## config.mk

```make
export PLATFORM = sky130hd
export DESIGN_NAME = platform_field_flat
export DESIGN_NICKNAME = d
export VERILOG_FILES = /design/src/rtl/platform_field_pkg.sv /design/src/rtl/platform_field_if.sv /design/src/rtl/platform_field_lfsr.sv /design/src/rtl/platform_field.sv /design/src/flat_wrapper.sv
export SDC_FILE = /design/constraint.sdc
export NUM_CORES = 2
export LEC_CHECK = 0
export ABC_AREA = 1
export BUFFER_PORTS_ARGS = -buffer_cell sky130_fd_sc_hd__buf_2
export CORE_MARGIN = 4
export CORE_UTILIZATION = 25
export DETAILED_ROUTE_END_ITERATION = 8
export GPL_ROUTABILITY_DRIVEN = 0
export PLACE_DENSITY = 0.42
export SYNTH_ARGS = -nofsm -noshare
export SYNTH_HDL_FRONTEND = slang
export SYNTH_SLANG_ARGS = --single-unit
```

## constraint.sdc

```tcl
create_clock -name Clk -period 6.1 [get_ports Clk]
set_clock_uncertainty 0.15 [all_clocks]
set_input_delay 1.22 -clock Clk [delete_from_list [all_inputs] [get_ports Clk]]
set_output_delay 1.22 -clock Clk [all_outputs]
set_load 0.005 [all_outputs]
```

## src/rtl/platform_field_pkg.sv

```systemverilog
// -----------------------------------------------------------------------------
// platform_pkg
// Shared constants, types and per-slot geometry helpers for the Doodle Jump
// platform field. Imported by the interface, the LFSR and the field top.
//
// Contents:
//   NUM_PLAT, PLAT_HW, PLAT_HH, SCREEN_H, LAND_WIN  - field geometry
//   LFSR_SEED, LFSR_MASK                            - Galois LFSR setup
//   coord_t                                         - 10-bit screen coordinate
//   plat_state_t                                    - sweep FSM states
//   plat_hit()   - pixel-on-platform test for one slot
//   plat_land()  - ball-lands-on-platform test for one slot
// -----------------------------------------------------------------------------
package platform_pkg;

  localparam int          NUM_PLAT  = 16;
  localparam int          PLAT_HW   = 20;
  localparam int          PLAT_HH   = 4;
  localparam int          SCREEN_H  = 480;
  localparam int          LAND_WIN  = 3;
  localparam logic [15:0] LFSR_SEED = 16'hACE1;
  localparam logic [15:0] LFSR_MASK = 16'hB400;

  typedef logic [9:0] coord_t;

  typedef enum logic [1:0] {
    IDLE  = 2'd0,
    SWEEP = 2'd1,
    DONE  = 2'd2
  } plat_state_t;

  // Pixel (x,y) lies inside the platform box centred at (px,py).
  // Offsets are only ever added to the smaller side of each compare, so a
  // platform near the top or left edge never underflows.
  function automatic logic plat_hit(coord_t x, coord_t y, coord_t px, coord_t py);
    logic [10:0] x11, y11, px11, py11;
    x11  = {1'b0, x};
    y11  = {1'b0, y};
    px11 = {1'b0, px};
    py11 = {1'b0, py};
    return (x11 + 11'(PLAT_HW) >= px11) && (x11 <= px11 + 11'(PLAT_HW)) &&
           (y11 + 11'(PLAT_HH) >= py11) && (y11 <= py11 + 11'(PLAT_HH));
  endfunction

  // Ball bottom edge b sits within the landing window of the platform:
  //   top edge (py - PLAT_HH) <= b <= top edge + LAND_WIN
  // rearranged so that nothing is subtracted from py. 12-bit sums keep the
  // compare exact for any 11-bit b.
  function automatic logic plat_land(coord_t bx, logic [10:0] b, coord_t px, coord_t py);
    logic [10:0] bx11, px11;
    logic [11:0] b12, py12;
    bx11 = {1'b0, bx};
    px11 = {1'b0, px};
    b12  = {1'b0, b};
    py12 = {2'b00, py};
    return (bx11 + 11'(PLAT_HW) >= px11) && (bx11 <= px11 + 11'(PLAT_HW)) &&
           (py12 <= b12 + 12'(PLAT_HH)) &&
           (b12 + 12'(PLAT_HH) <= py12 + 12'(LAND_WIN));
  endfunction

endpackage

```

## src/rtl/platform_field_if.sv

```systemverilog
// -----------------------------------------------------------------------------
// platform_field_if
// Bundles every non-clock signal of platform_field.
//
// Handshake: frame_clk is a level (VGA vsync); its rising edge requests one
// update sweep. busy is high from the first sweep cycle through the DONE
// cycle; frame_done pulses for exactly one cycle (the last busy cycle).
// Requests that arrive while busy is high are dropped, not queued.
//
// Signals:
//   frame_clk, scroll_amt             - frame request and scroll distance
//   DrawX, DrawY                      - current VGA pixel
//   BallX, BallY, Ball_size           - ball position / half-size
//   platform_on, land_on              - combinational pixel/landing flags
//   busy, frame_done                  - sweep status
//   state, lfsr                       - debug view of FSM state and LFSR
//   dbg_idx -> dbg_x, dbg_y           - debug read port into the slot file
// Modports: master drives the inputs of the field, slave is the field itself.
// -----------------------------------------------------------------------------
interface platform_field_if;
  import platform_pkg::*;

  logic        frame_clk;
  logic [3:0]  scroll_amt;
  coord_t      DrawX;
  coord_t      DrawY;
  coord_t      BallX;
  coord_t      BallY;
  coord_t      Ball_size;
  logic        platform_on;
  logic        land_on;
  logic        busy;
  logic        frame_done;
  plat_state_t state;
  logic [15:0] lfsr;
  logic [3:0]  dbg_idx;
  coord_t      dbg_x;
  coord_t      dbg_y;

  modport master (
    output frame_clk, scroll_amt, DrawX, DrawY, BallX, BallY, Ball_size, dbg_idx,
    input  platform_on, land_on, busy, frame_done, state, lfsr, dbg_x, dbg_y
  );

  modport slave (
    input  frame_clk, scroll_amt, DrawX, DrawY, BallX, BallY, Ball_size, dbg_idx,
    output platform_on, land_on, busy, frame_done, state, lfsr, dbg_x, dbg_y
  );

endinterface

```

## src/rtl/platform_field_lfsr.sv

```systemverilog
// -----------------------------------------------------------------------------
// plat_lfsr
// 16-bit right-shifting Galois LFSR. Advances on every clock where step_i is
// high; reset loads SEED. With a non-zero seed and a maximal-length mask it
// never reaches the all-zero lock-up state.
//
// Ports:
//   Clk, Reset   - clock, synchronous active-high reset
//   step_i       - advance one step this cycle
//   lfsr_o       - current register value
// -----------------------------------------------------------------------------
module plat_lfsr
  import platform_pkg::*;
#(
  parameter logic [15:0] SEED = LFSR_SEED,
  parameter logic [15:0] MASK = LFSR_MASK
) (
  input  logic        Clk,
  input  logic        Reset,
  input  logic        step_i,
  output logic [15:0] lfsr_o
);

  logic [15:0] lfsr_q;
  logic [15:0] lfsr_d;

  always_comb begin
    lfsr_d = lfsr_q;
    if (step_i) begin
      lfsr_d = {1'b0, lfsr_q[15:1]} ^ (lfsr_q[0] ? MASK : 16'h0000);
    end
  end

  always_ff @(posedge Clk) begin
    if (Reset) begin
      lfsr_q <= SEED;
    end else begin
      lfsr_q <= lfsr_d;
    end
  end

  assign lfsr_o = lfsr_q;

endmodule

```

## src/rtl/platform_field.sv

```systemverilog
// -----------------------------------------------------------------------------
// platform_field
// Live register file of the 16 platform positions. On each rising edge of
// frame_clk it sweeps all slots (one per cycle), moving every platform down by
// the latched scroll amount; a platform falling off the bottom re-enters at
// the top with the same spacing and a pseudo-random X. In parallel it drives
// the per-pixel platform_on flag and the ball landing flag combinationally.
//
// Ports:
//   Clk    - system clock
//   Reset  - synchronous active-high reset (restores the start layout)
//   bus    - platform_field_if.slave; see the interface for signal list
// -----------------------------------------------------------------------------
module platform_field
  import platform_pkg::*;
(
  input  logic           Clk,
  input  logic           Reset,
  platform_field_if.slave bus
);

  localparam logic [3:0] LAST_IDX = 4'(NUM_PLAT - 1);

  coord_t      plat_x_q [NUM_PLAT];
  coord_t      plat_y_q [NUM_PLAT];

  logic        fsync1_q, fsync2_q, fprev_q;
  logic        frame_edge;

  plat_state_t state_q;
  logic [3:0]  idx_q;
  logic [3:0]  scr_q;
  logic        busy_q;
  logic        done_q;

  logic [15:0] lfsr;

  logic [10:0] ny_d;
  logic        wrap_d;
  coord_t      ny_wrap_d;
  coord_t      new_x_d;

  // The LFSR free-runs so the respawn X depends on when in the frame the
  // wrap happens, not just on how many wraps occurred.
  plat_lfsr #(
    .SEED (LFSR_SEED),
    .MASK (LFSR_MASK)
  ) u_lfsr (
    .Clk    (Clk),
    .Reset  (Reset),
    .step_i (1'b1),
    .lfsr_o (lfsr)
  );

  // frame_clk is asynchronous to Clk: two sync flops, then an edge detect
  // on the synced copy.
  assign frame_edge = fsync2_q & ~fprev_q;

  // Next position of the slot being swept this cycle.
  always_comb begin
    ny_d      = {1'b0, plat_y_q[idx_q]} + {7'd0, scr_q};
    wrap_d    = (ny_d >= 11'(SCREEN_H));
    ny_wrap_d = coord_t'(ny_d - 11'(SCREEN_H));
    new_x_d   = 10'd32 + {1'b0, lfsr[8:0]};
  end

  always_ff @(posedge Clk) begin
    if (Reset) begin
      for (int i = 0; i < NUM_PLAT; i++) begin
        plat_x_q[i] <= coord_t'(32 + 36 * i);
        plat_y_q[i] <= coord_t'(15 + 30 * i);
      end
      fsync1_q <= 1'b0;
      fsync2_q <= 1'b0;
      fprev_q  <= 1'b0;
      state_q  <= IDLE;
      idx_q    <= '0;
      scr_q    <= '0;
      busy_q   <= 1'b0;
      done_q   <= 1'b0;
    end else begin
      fsync1_q <= bus.frame_clk;
      fsync2_q <= fsync1_q;
      fprev_q  <= fsync2_q;
      done_q   <= 1'b0;

      case (state_q)
        IDLE: begin
          if (frame_edge) begin
            scr_q   <= bus.scroll_amt;
            idx_q   <= '0;
            busy_q  <= 1'b1;
            state_q <= SWEEP;
          end
        end

        SWEEP: begin
          if (wrap_d) begin
            // Subtracting SCREEN_H rather than clamping to 0 keeps the
            // vertical gap to the neighbouring platforms unchanged.
            plat_y_q[idx_q] <= ny_wrap_d;
            plat_x_q[idx_q] <= new_x_d;
          end else begin
            plat_y_q[idx_q] <= coord_t'(ny_d);
          end
          idx_q <= idx_q + 4'd1;
          if (idx_q == LAST_IDX) begin
            state_q <= DONE;
            done_q  <= 1'b1;
          end
        end

        DONE: begin
          busy_q  <= 1'b0;
          state_q <= IDLE;
        end

        default: begin
          busy_q  <= 1'b0;
          state_q <= IDLE;
        end
      endcase
    end
  end

  // Pixel and landing flags: OR of the per-slot tests over the live file.
  logic [10:0] ball_bot_d;
  logic        on_d;
  logic        land_d;

  always_comb begin
    ball_bot_d = {1'b0, bus.BallY} + {1'b0, bus.Ball_size};
    on_d       = 1'b0;
    land_d     = 1'b0;
    for (int i = 0; i < NUM_PLAT; i++) begin
      on_d   = on_d   | plat_hit(bus.DrawX, bus.DrawY, plat_x_q[i], plat_y_q[i]);
      land_d = land_d | plat_land(bus.BallX, ball_bot_d, plat_x_q[i], plat_y_q[i]);
    end
  end

  assign bus.platform_on = on_d;
  assign bus.land_on     = land_d;
  assign bus.busy        = busy_q;
  assign bus.frame_done  = done_q;
  assign bus.state       = state_q;
  assign bus.lfsr        = lfsr;
  assign bus.dbg_x       = plat_x_q[bus.dbg_idx];
  assign bus.dbg_y       = plat_y_q[bus.dbg_idx];

endmodule

```

## src/flat_wrapper.sv

```systemverilog
// flat-port wrapper written by rule: the top's interface ports become plain ports
module platform_field_flat import platform_pkg::*;
  (Clk, Reset, bus_frame_clk, bus_scroll_amt, bus_DrawX, bus_DrawY, bus_BallX, bus_BallY, bus_Ball_size, bus_dbg_idx, bus_platform_on, bus_land_on, bus_busy, bus_frame_done, bus_state, bus_lfsr, bus_dbg_x, bus_dbg_y);
  platform_field_if bus_i ();
  input  logic Clk;
  input  logic Reset;
  input wire logic [$bits(bus_i.frame_clk)-1:0] bus_frame_clk;
  input wire logic [$bits(bus_i.scroll_amt)-1:0] bus_scroll_amt;
  input wire logic [$bits(bus_i.DrawX)-1:0] bus_DrawX;
  input wire logic [$bits(bus_i.DrawY)-1:0] bus_DrawY;
  input wire logic [$bits(bus_i.BallX)-1:0] bus_BallX;
  input wire logic [$bits(bus_i.BallY)-1:0] bus_BallY;
  input wire logic [$bits(bus_i.Ball_size)-1:0] bus_Ball_size;
  input wire logic [$bits(bus_i.dbg_idx)-1:0] bus_dbg_idx;
  output wire logic [$bits(bus_i.platform_on)-1:0] bus_platform_on;
  output wire logic [$bits(bus_i.land_on)-1:0] bus_land_on;
  output wire logic [$bits(bus_i.busy)-1:0] bus_busy;
  output wire logic [$bits(bus_i.frame_done)-1:0] bus_frame_done;
  output wire logic [$bits(bus_i.state)-1:0] bus_state;
  output wire logic [$bits(bus_i.lfsr)-1:0] bus_lfsr;
  output wire logic [$bits(bus_i.dbg_x)-1:0] bus_dbg_x;
  output wire logic [$bits(bus_i.dbg_y)-1:0] bus_dbg_y;
  assign bus_i.frame_clk = bus_frame_clk;
  assign bus_i.scroll_amt = bus_scroll_amt;
  assign bus_i.DrawX = bus_DrawX;
  assign bus_i.DrawY = bus_DrawY;
  assign bus_i.BallX = bus_BallX;
  assign bus_i.BallY = bus_BallY;
  assign bus_i.Ball_size = bus_Ball_size;
  assign bus_i.dbg_idx = bus_dbg_idx;
  assign bus_platform_on = bus_i.platform_on;
  assign bus_land_on = bus_i.land_on;
  assign bus_busy = bus_i.busy;
  assign bus_frame_done = bus_i.frame_done;
  assign bus_state = bus_i.state;
  assign bus_lfsr = bus_i.lfsr;
  assign bus_dbg_x = bus_i.dbg_x;
  assign bus_dbg_y = bus_i.dbg_y;
  platform_field u_core (.Clk(Clk), .Reset(Reset), .bus(bus_i));
endmodule
```

# --- Yosys cells after proc, flatten, opt, wreduce, memory -nomap -nowiden ---
# Memory sizes are Yosys's and may differ from the RTL's. A register that Yosys moved wholly into a read port is not among the register bits.
# Index checks and enable logic that the tools add are counted.
word_totals:
  in_bits: 61
  mem_bits_rw: 320
  ff_bits: 31
  out_inout_bits: 42
  mem_count: 2
classes:
  n_reduce_logical: 105
  n_bitwise: 35
  eq_ne: 4
  n_lt_le_gt_ge: 129
  add_sub_neg: 57
  mux: 28
mem_list:
  columns: ["name", "words", "word_bits", "read_ports", "rd_ports_with_merged_regs", "wr", "line", "text"]
  rows:
  - ["u_core.plat_x_q", 16, 10, 17, 0, 16, "platform_field.sv:24", "coord_t plat_x_q [NUM_PLAT];"]
  - ["u_core.plat_y_q", 16, 10, 18, 1, 16, "platform_field.sv:25", "coord_t plat_y_q [NUM_PLAT];"]
op_table:
  columns: ["op", "count"]
  rows:
  - ["11-bit by 10-bit >= comparator with 1-bit output", 48]
  - ["10-bit by 11-bit <= comparator with 1-bit output", 48]
  - ["10-bit by 5-bit adder with 11-bit output, second input constant", 18]
  - ["10-bit by 12-bit <= comparator with 1-bit output", 16]
  - ["12-bit <= comparator", 16]
  - ["10-bit by 3-bit adder with 11-bit output, second input constant", 17]
  - ["10-bit by 2-bit adder with 11-bit output, second input constant", 16]
  - ["1-bit logical AND", 96]
  - ["1-bit OR", 31]
  - ["10-bit two-way mux", 3]
  - ["4-bit two-way mux", 5]
  - ["10-bit OR reduction", 2]
  - ["16-bit two-way mux", 1]
  - ["15-bit by 16-bit XOR with 16-bit output", 1]
  - ["1-bit two-way mux", 14]
  - ["11-bit by 3-bit adder with 12-bit output, second input constant", 1]
  - ["10-bit by 10-bit adder with 11-bit output", 1]
  - ["10-bit by 4-bit adder with 11-bit output", 1]
  - ["11-bit by 9-bit >= comparator with 1-bit output, second input constant", 1]
  - ["6-bit by 9-bit adder with 10-bit output, first input constant", 1]
  - ["10-bit by 9-bit subtractor with 10-bit output, second input constant", 1]
  - ["4-bit case mux with 2 select lines", 1]
  - ["2-bit AND reduction", 4]
  - ["4-bit by 1-bit adder with 4-bit output, second input constant", 1]
  - ["11 further kinds", 14]

# --- Longest topological paths before layout ---
# An unclocked memory read counts as a cell.
logic_depth:
  ltp_word: 21
  mapped_depth: 31
  depth_no_buf: 26

# --- Cells and area by module ---
# Synthesis repeated with hierarchy kept, for this count alone.
unflattened:
  cells_unflattened: 7195
  area_unflattened_um2: 52296.4
by_module_without_submodules:
  columns: ["mod", "cells_per_inst", "seq_area_each_um2", "area_each_um2", "n_inst"]
  rows:
  - ["platform_field", 7115, 9989.6, 51654.5, 1]
  - ["plat_lfsr", 80, 320.3, 641.9, 1]

# --- Worst setup path after synthesis ---
# Ideal clock, no wire load.
synth_timing:
  path_type: "input port to output port"
  start: "in bus_Ball_size[1]"
  end: "out bus_land_on"
  required_ns: 4.730
  setup_slack_ns: -0.205
  t_arrival_ns: 4.935
  path_buffers: 0
  path_stages: 21
  cell_sequence: "ha_1 ha_1 fa_1 xor2_1 inv_1 ha_1 a21oi_1 nand2_1 nor2_1 nor2_1 nor2_1 o22ai_1 o21ai_0 o211ai_1 nand3_1 nand2_1 a21oi_1 nand2_1 nand2_1 nor2_1 nand2_1"
synth_between:
  elab_chain_cells: 20
synth_rtl:
  columns: ["item", "line", "text"]
  rows:
  - ["start: declaration", "flat_wrapper.sv:13", "input wire logic [$bits(bus_i.Ball_size)-1:0] bus_Ball_size;"]
  - ["10-bit by 10-bit adder with 11-bit output *", "platform_field.sv:132", "ball_bot_d = {1'b0, bus.BallY} + {1'b0, bus.Ball_size};"]
  - ["11-bit by 3-bit adder with 12-bit output *", "platform_field_pkg.sv:57, platform_field_pkg.sv:58", null]
  - ["10-bit by 12-bit <= comparator with 1-bit output", "platform_field_pkg.sv:57", "(py12 <= b12 + 12'(PLAT_HH)) &&"]
  - ["1-bit logical AND", "platform_field_pkg.sv:56", "return (bx11 + 11'(PLAT_HW) >= px11) && (bx11 <= px11 + 11'(PLAT_HW)) &&"]
  - ["1-bit logical AND", "platform_field_pkg.sv:57", null]
  - ["1-bit OR (14 in series)", "platform_field.sv:137", "land_d = land_d | plat_land(bus.BallX, ball_bot_d, plat_x_q[i], plat_y_q[i]);"]
  - ["1-bit OR *", "platform_field.sv:137", null]
  - ["end: declaration", "flat_wrapper.sv:16", "output wire logic [$bits(bus_i.land_on)-1:0] bus_land_on;"]
# Mark *: on every way between the ends. The rest lies on a longest branch, timed or not.

# --- Worst setup path after layout ---
layout_timing:
  start: "in bus_BallY[1]"
  end: "out bus_land_on"
layout_between:
  elab_chain_cells: 20
layout_rtl:
  columns: ["item", "line", "text"]
  rows:
  - ["start: declaration", "flat_wrapper.sv:12", "input wire logic [$bits(bus_i.BallY)-1:0] bus_BallY;"]
  - ["10-bit by 10-bit adder with 11-bit output *", "platform_field.sv:132", null]
  - ["11-bit by 3-bit adder with 12-bit output *", "platform_field_pkg.sv:57, platform_field_pkg.sv:58", null]
  - ["10-bit by 12-bit <= comparator with 1-bit output", "platform_field_pkg.sv:57", null]
  - ["1-bit logical AND", "platform_field_pkg.sv:56", null]
  - ["1-bit logical AND", "platform_field_pkg.sv:57", null]
  - ["1-bit OR (14 in series)", "platform_field.sv:137", null]
  - ["1-bit OR *", "platform_field.sv:137", null]
# Marked as above.

==> impl_metrics.py <==
metrics = {
    "status": {
        "status": "finished clean",
    },
    "finish": {
        "total_non_filler_cell_area_in_the_finished_layout_um2": 62500,
        "post_route_cells_drive_above_1_share_pct": 11.2,
        "synthToLayoutAreaGrowth_pct": 19.2,
        "finalNetCount": 8940,
        "layout.cells.non_filler": 10500,
    },
    "sta": {
        "layout_min_cycle_time_ns": 5.99,
        "timing.final.setup_violations": 0,
        "worst_slew_pin_slew_ns": 1.04,
        "max_slew_margin_pct": 30.4,
        "report.final.hold_viol_count": 0,
        "finalMaxSlewViolations": 0,
        "grt_setup_unrepaired": "yes",
        "timing.final.crit_share_pct": 98.3,
        "setup_slack_ns": 0.106,
        "timing.fmax_ghz": 0.167,
    },
    "yosys": {
        "synthDistinctLibCells": 69,
        "synth_nets": 8458,
        "ys_ff_latch": 355,
        "synth.avg_cell_area_um2": 7.26,
        "netlist_instances": 7232,
        "synth_sequential_area_ratio_pct": 19.6,
        "synth_enable_flop_cells": 320,
        "synth_area_um2": 52500,
        "synth.yosys.warnings": 0,
        "dominantRegCellSynth": "edfxtp_1",
        "postSynth.asyncResetShare_pct": 0,
    },
    "clock_network": {
        "max-clock-path-buffers": 3,
        "insertion_delay_ns": 0.68,
        "cts_tree": "built",
        "root_buffer": "clkbuf_16",
        "cts_hold_buf": 0,
        "clock-sinks": 355,
        "cts.clk_slew.worst_paths_ns": 0.06,
        "clock_tree.htree_level_count": 2,
        "numCtsBuffers": 50,
    },
    "min_path": {
        "worst_min_delay_path_startpoint": "u_core.fsync1_q",
        "min_delay_path_class": "register to register",
        "hold-path-cell-count": 2,
        "whs_endpoint": "u_core.fsync2_q",
    },
    "floorplan": {
        "die_height_um": 466,
        "area_inside_the_core_boundary_um2": 208000,
        "die_width_um": 466,
        "placement_rows": 167,
        "floorplan.initialDensity_pct": 25.2,
        "floorplan.die_area_um2": 217000,
        "ioPinCount": 103,
    },
    "setup_path": {
        "worstRegToRegCells": 21,
        "r2r_slack_ns": 0.31,
        "timing.critical_path.mode_cell": "nand2_1",
        "worst_setup_path_start_kind": "input port",
        "worst-setup-path-type": "input port to output port",
        "timing.critical_path.arrival_ns": 4.62,
        "crit_path_end_kind": "output port",
        "reg2reg_to": "u_core.plat_x_q[10][9]",
        "crit_required_ns": 4.73,
        "timing.critical_path.fanout_max": 7,
        "slowest_stage": "fa_2",
        "cpPeakStageDelay_ns": 0.40,
    },
    "grt": {
        "grt_pass1_wl_mm": 386,
        "number_of_global_route_vias_before_repair": 52500,
        "grt_max_degree": 73,
        "grt_usage_pct": 24.5,
        "grt_remaining_overflow": 0,
        "grt_antenna_before_repair": 10,
    },
    "pwr": {
        "power.sequential.fraction_pct": 24.8,
        "pwr_density_cell_nw_per_um2": 180,
        "internal_power_component_w": 0.00638,
        "p_switching_w": 0.00488,
        "p_sw_share_pct": 43.3,
        "pwr-share-comb_pct": 48.2,
        "power_leakage_nw": 30.1,
        "power.ir.vdd_worst_mv": 0.216,
        "power_frac_clock_pct": 27.1,
    },
    "detailed_routing": {
        "first_pass_iters": 6,
        "antenna_left": 0,
        "detail_route.drc_violations": 0,
        "num_vias": 55400,
        "drt_iter0_drc": 5530,
        "totalWireLength_mm": 277,
        "post_drt_wl_per_cell_um": 26.3,
        "viasPerCell": 5.25,
    },
    "place": {
        "pre_cts_slack_ns": -0.283,
        "dpl-instance-area_um2": 60400,
        "hpwl_mm": 215,
        "placedCellCount": 10400,
        "io_buffer_count": 102,
    },
    "flow_run": {
        "drv.max_cap_violation_count": 0,
    },
}
==> flip-flops by register name, indices dropped and copies added, names as in the netlist, named ones only <==
name and flops:
u_core.fsync1_q 1, u_core.fprev_q 1, u_core.idx_q 4, u_core.bus.state 2
u_core.bus.busy 1, u_core.plat_x_q 160, u_core.plat_y_q 160, u_core.bus.frame_done 1
u_core.u_lfsr.lfsr_o 16, u_core.scr_q 4, u_core.fsync2_q 1
==> Yosys cell counts, types with 115 or more instances <==
master    count  area, µm²
edfxtp_1    320       9610
nand4_1     145        907
ha_1       1163      14600
inv_1       749       2810
nor2_1      741       2780
xor2_1      270       2360
nand3_1     316       1580
clkbuf_1    121        454
nor3_1      115        576
nand2_1    1478       5550
o21ai_0     417       2090
a21oi_1     683       3420
==> cell type report <==
cell class	instances	area, µm²
fillers	22500	145000
multi-input cells	5903	38800
flip-flops and latches	355	10300
repair buffers	613	5250
well taps	2788	3490
inverters	791	3000
clock buffers	53	1260
clock inverters	37	385
diodes	7	17.5
==> per-layer routing <==
metal / part of all wire [%] / GRT usage [%]
met5: 0.0047 / 0
met4: 4.7 / 9.85
met3: 7.3 / 3.40
met2: 43 / 38.5
met1: 44 / 33.7
==> power groups by stage <==
stage / Sequential, W / Combinational [W] / Clock, W
finish: 0.00279 / 0.00543 / 0.00305
global route: 0.00279 / 0.00588 / 0.00318
CTS: 0.00279 / 0.00523 / 0.00310
detailed placement: 0.00284 / 0.00518 / 0
global placement: 0.00284 / 0.00513 / 0
floorplan: 0.00279 / 0.00266 / 0
==> layout by cell type (no fill, tap or decap), types with 20 or more instances in the layout <==
cell type  instances
a21oi_1          679
nand2_1         1456
nor3_1           113
edfxtp_1         320
nand2_2           26
nor2_1           729
buf_4            438
dfxtp_1           33
a211oi_1          33
nor4_1            21
clkinv_1          25
o21ai_1           33
buf_2             97
nand3b_1          80
a21boi_0          36
clkbuf_16         50
ha_1            1152
xnor2_1           22
nand4_1          145
o22ai_1           22
inv_2             28
o21ai_0          405
xor2_1           261
nor2_2            20
o221ai_1          65
buf_12            67
o21bai_1          20
nand3_1          309
o211ai_1          65
inv_1            732
==> worst max-delay path by stage <==
stage                                 from          end  slack (ns)  cells past startpoint
final                         bus_BallY[1]  bus_land_on        0.11                     27
after floorplan           bus_Ball_size[3]  bus_land_on        0.06                     24
after CTS                 bus_Ball_size[1]  bus_land_on       -0.08                     28
after global placement    bus_Ball_size[1]  bus_land_on       -0.28                     26
after detailed placement  bus_Ball_size[1]  bus_land_on       -0.28                     28
after global routing          bus_BallY[1]  bus_land_on       -0.05                     28
==> metrics by stage <==
stage               utilization [%]  setup TNS, ns  power, W  hold slack, ns
finish                         30.1              0    0.0113           0.251
CTS                            29.9        -0.0797    0.0111           0.257
global placement               29.1         -0.388   0.00798           0.249
detailed placement             29.1         -0.377   0.00802           0.249
global route                   30.1        -0.0507    0.0118           0.278
floorplan                         -              0   0.00545           0.238
==> cells by family after synthesis <==
| kind of cell | after synthesis | share of synthesized area, % |
|---|---|---|
| AOI/OAI and AO/OA | 1464 | 15.8 |
| xor gates and xnor gates | 297 | 4.97 |
| adders and majority gates | 1165 | 27.8 |
| buffers and inverters | 974 | 7.31 |
| DFF | 355 | 19.6 |
| muxes | 4 | 0.0763 |
| and+or+nand+nor | 2973 | 24.4 |
==> critical path, delay by kind of cell <==
family,cells,cell delay [ns]
XOR/XNOR,1,0.21
AO/OA/AOI/OAI,2,0.34
AND/OR/NAND/NOR,15,1.12
buffers and inverters,5,0.62
adder cells (fa/ha/maj),4,1.09
==> timing repair <==
action                     4_1_cts  5_1_grt
setup buffers                    2        4
pin swaps                        8       39
gates resized for setup         19       86
setup endpoints to repair        2       12
gates cloned                     0        0
Power figures use the tool's default switching activity.
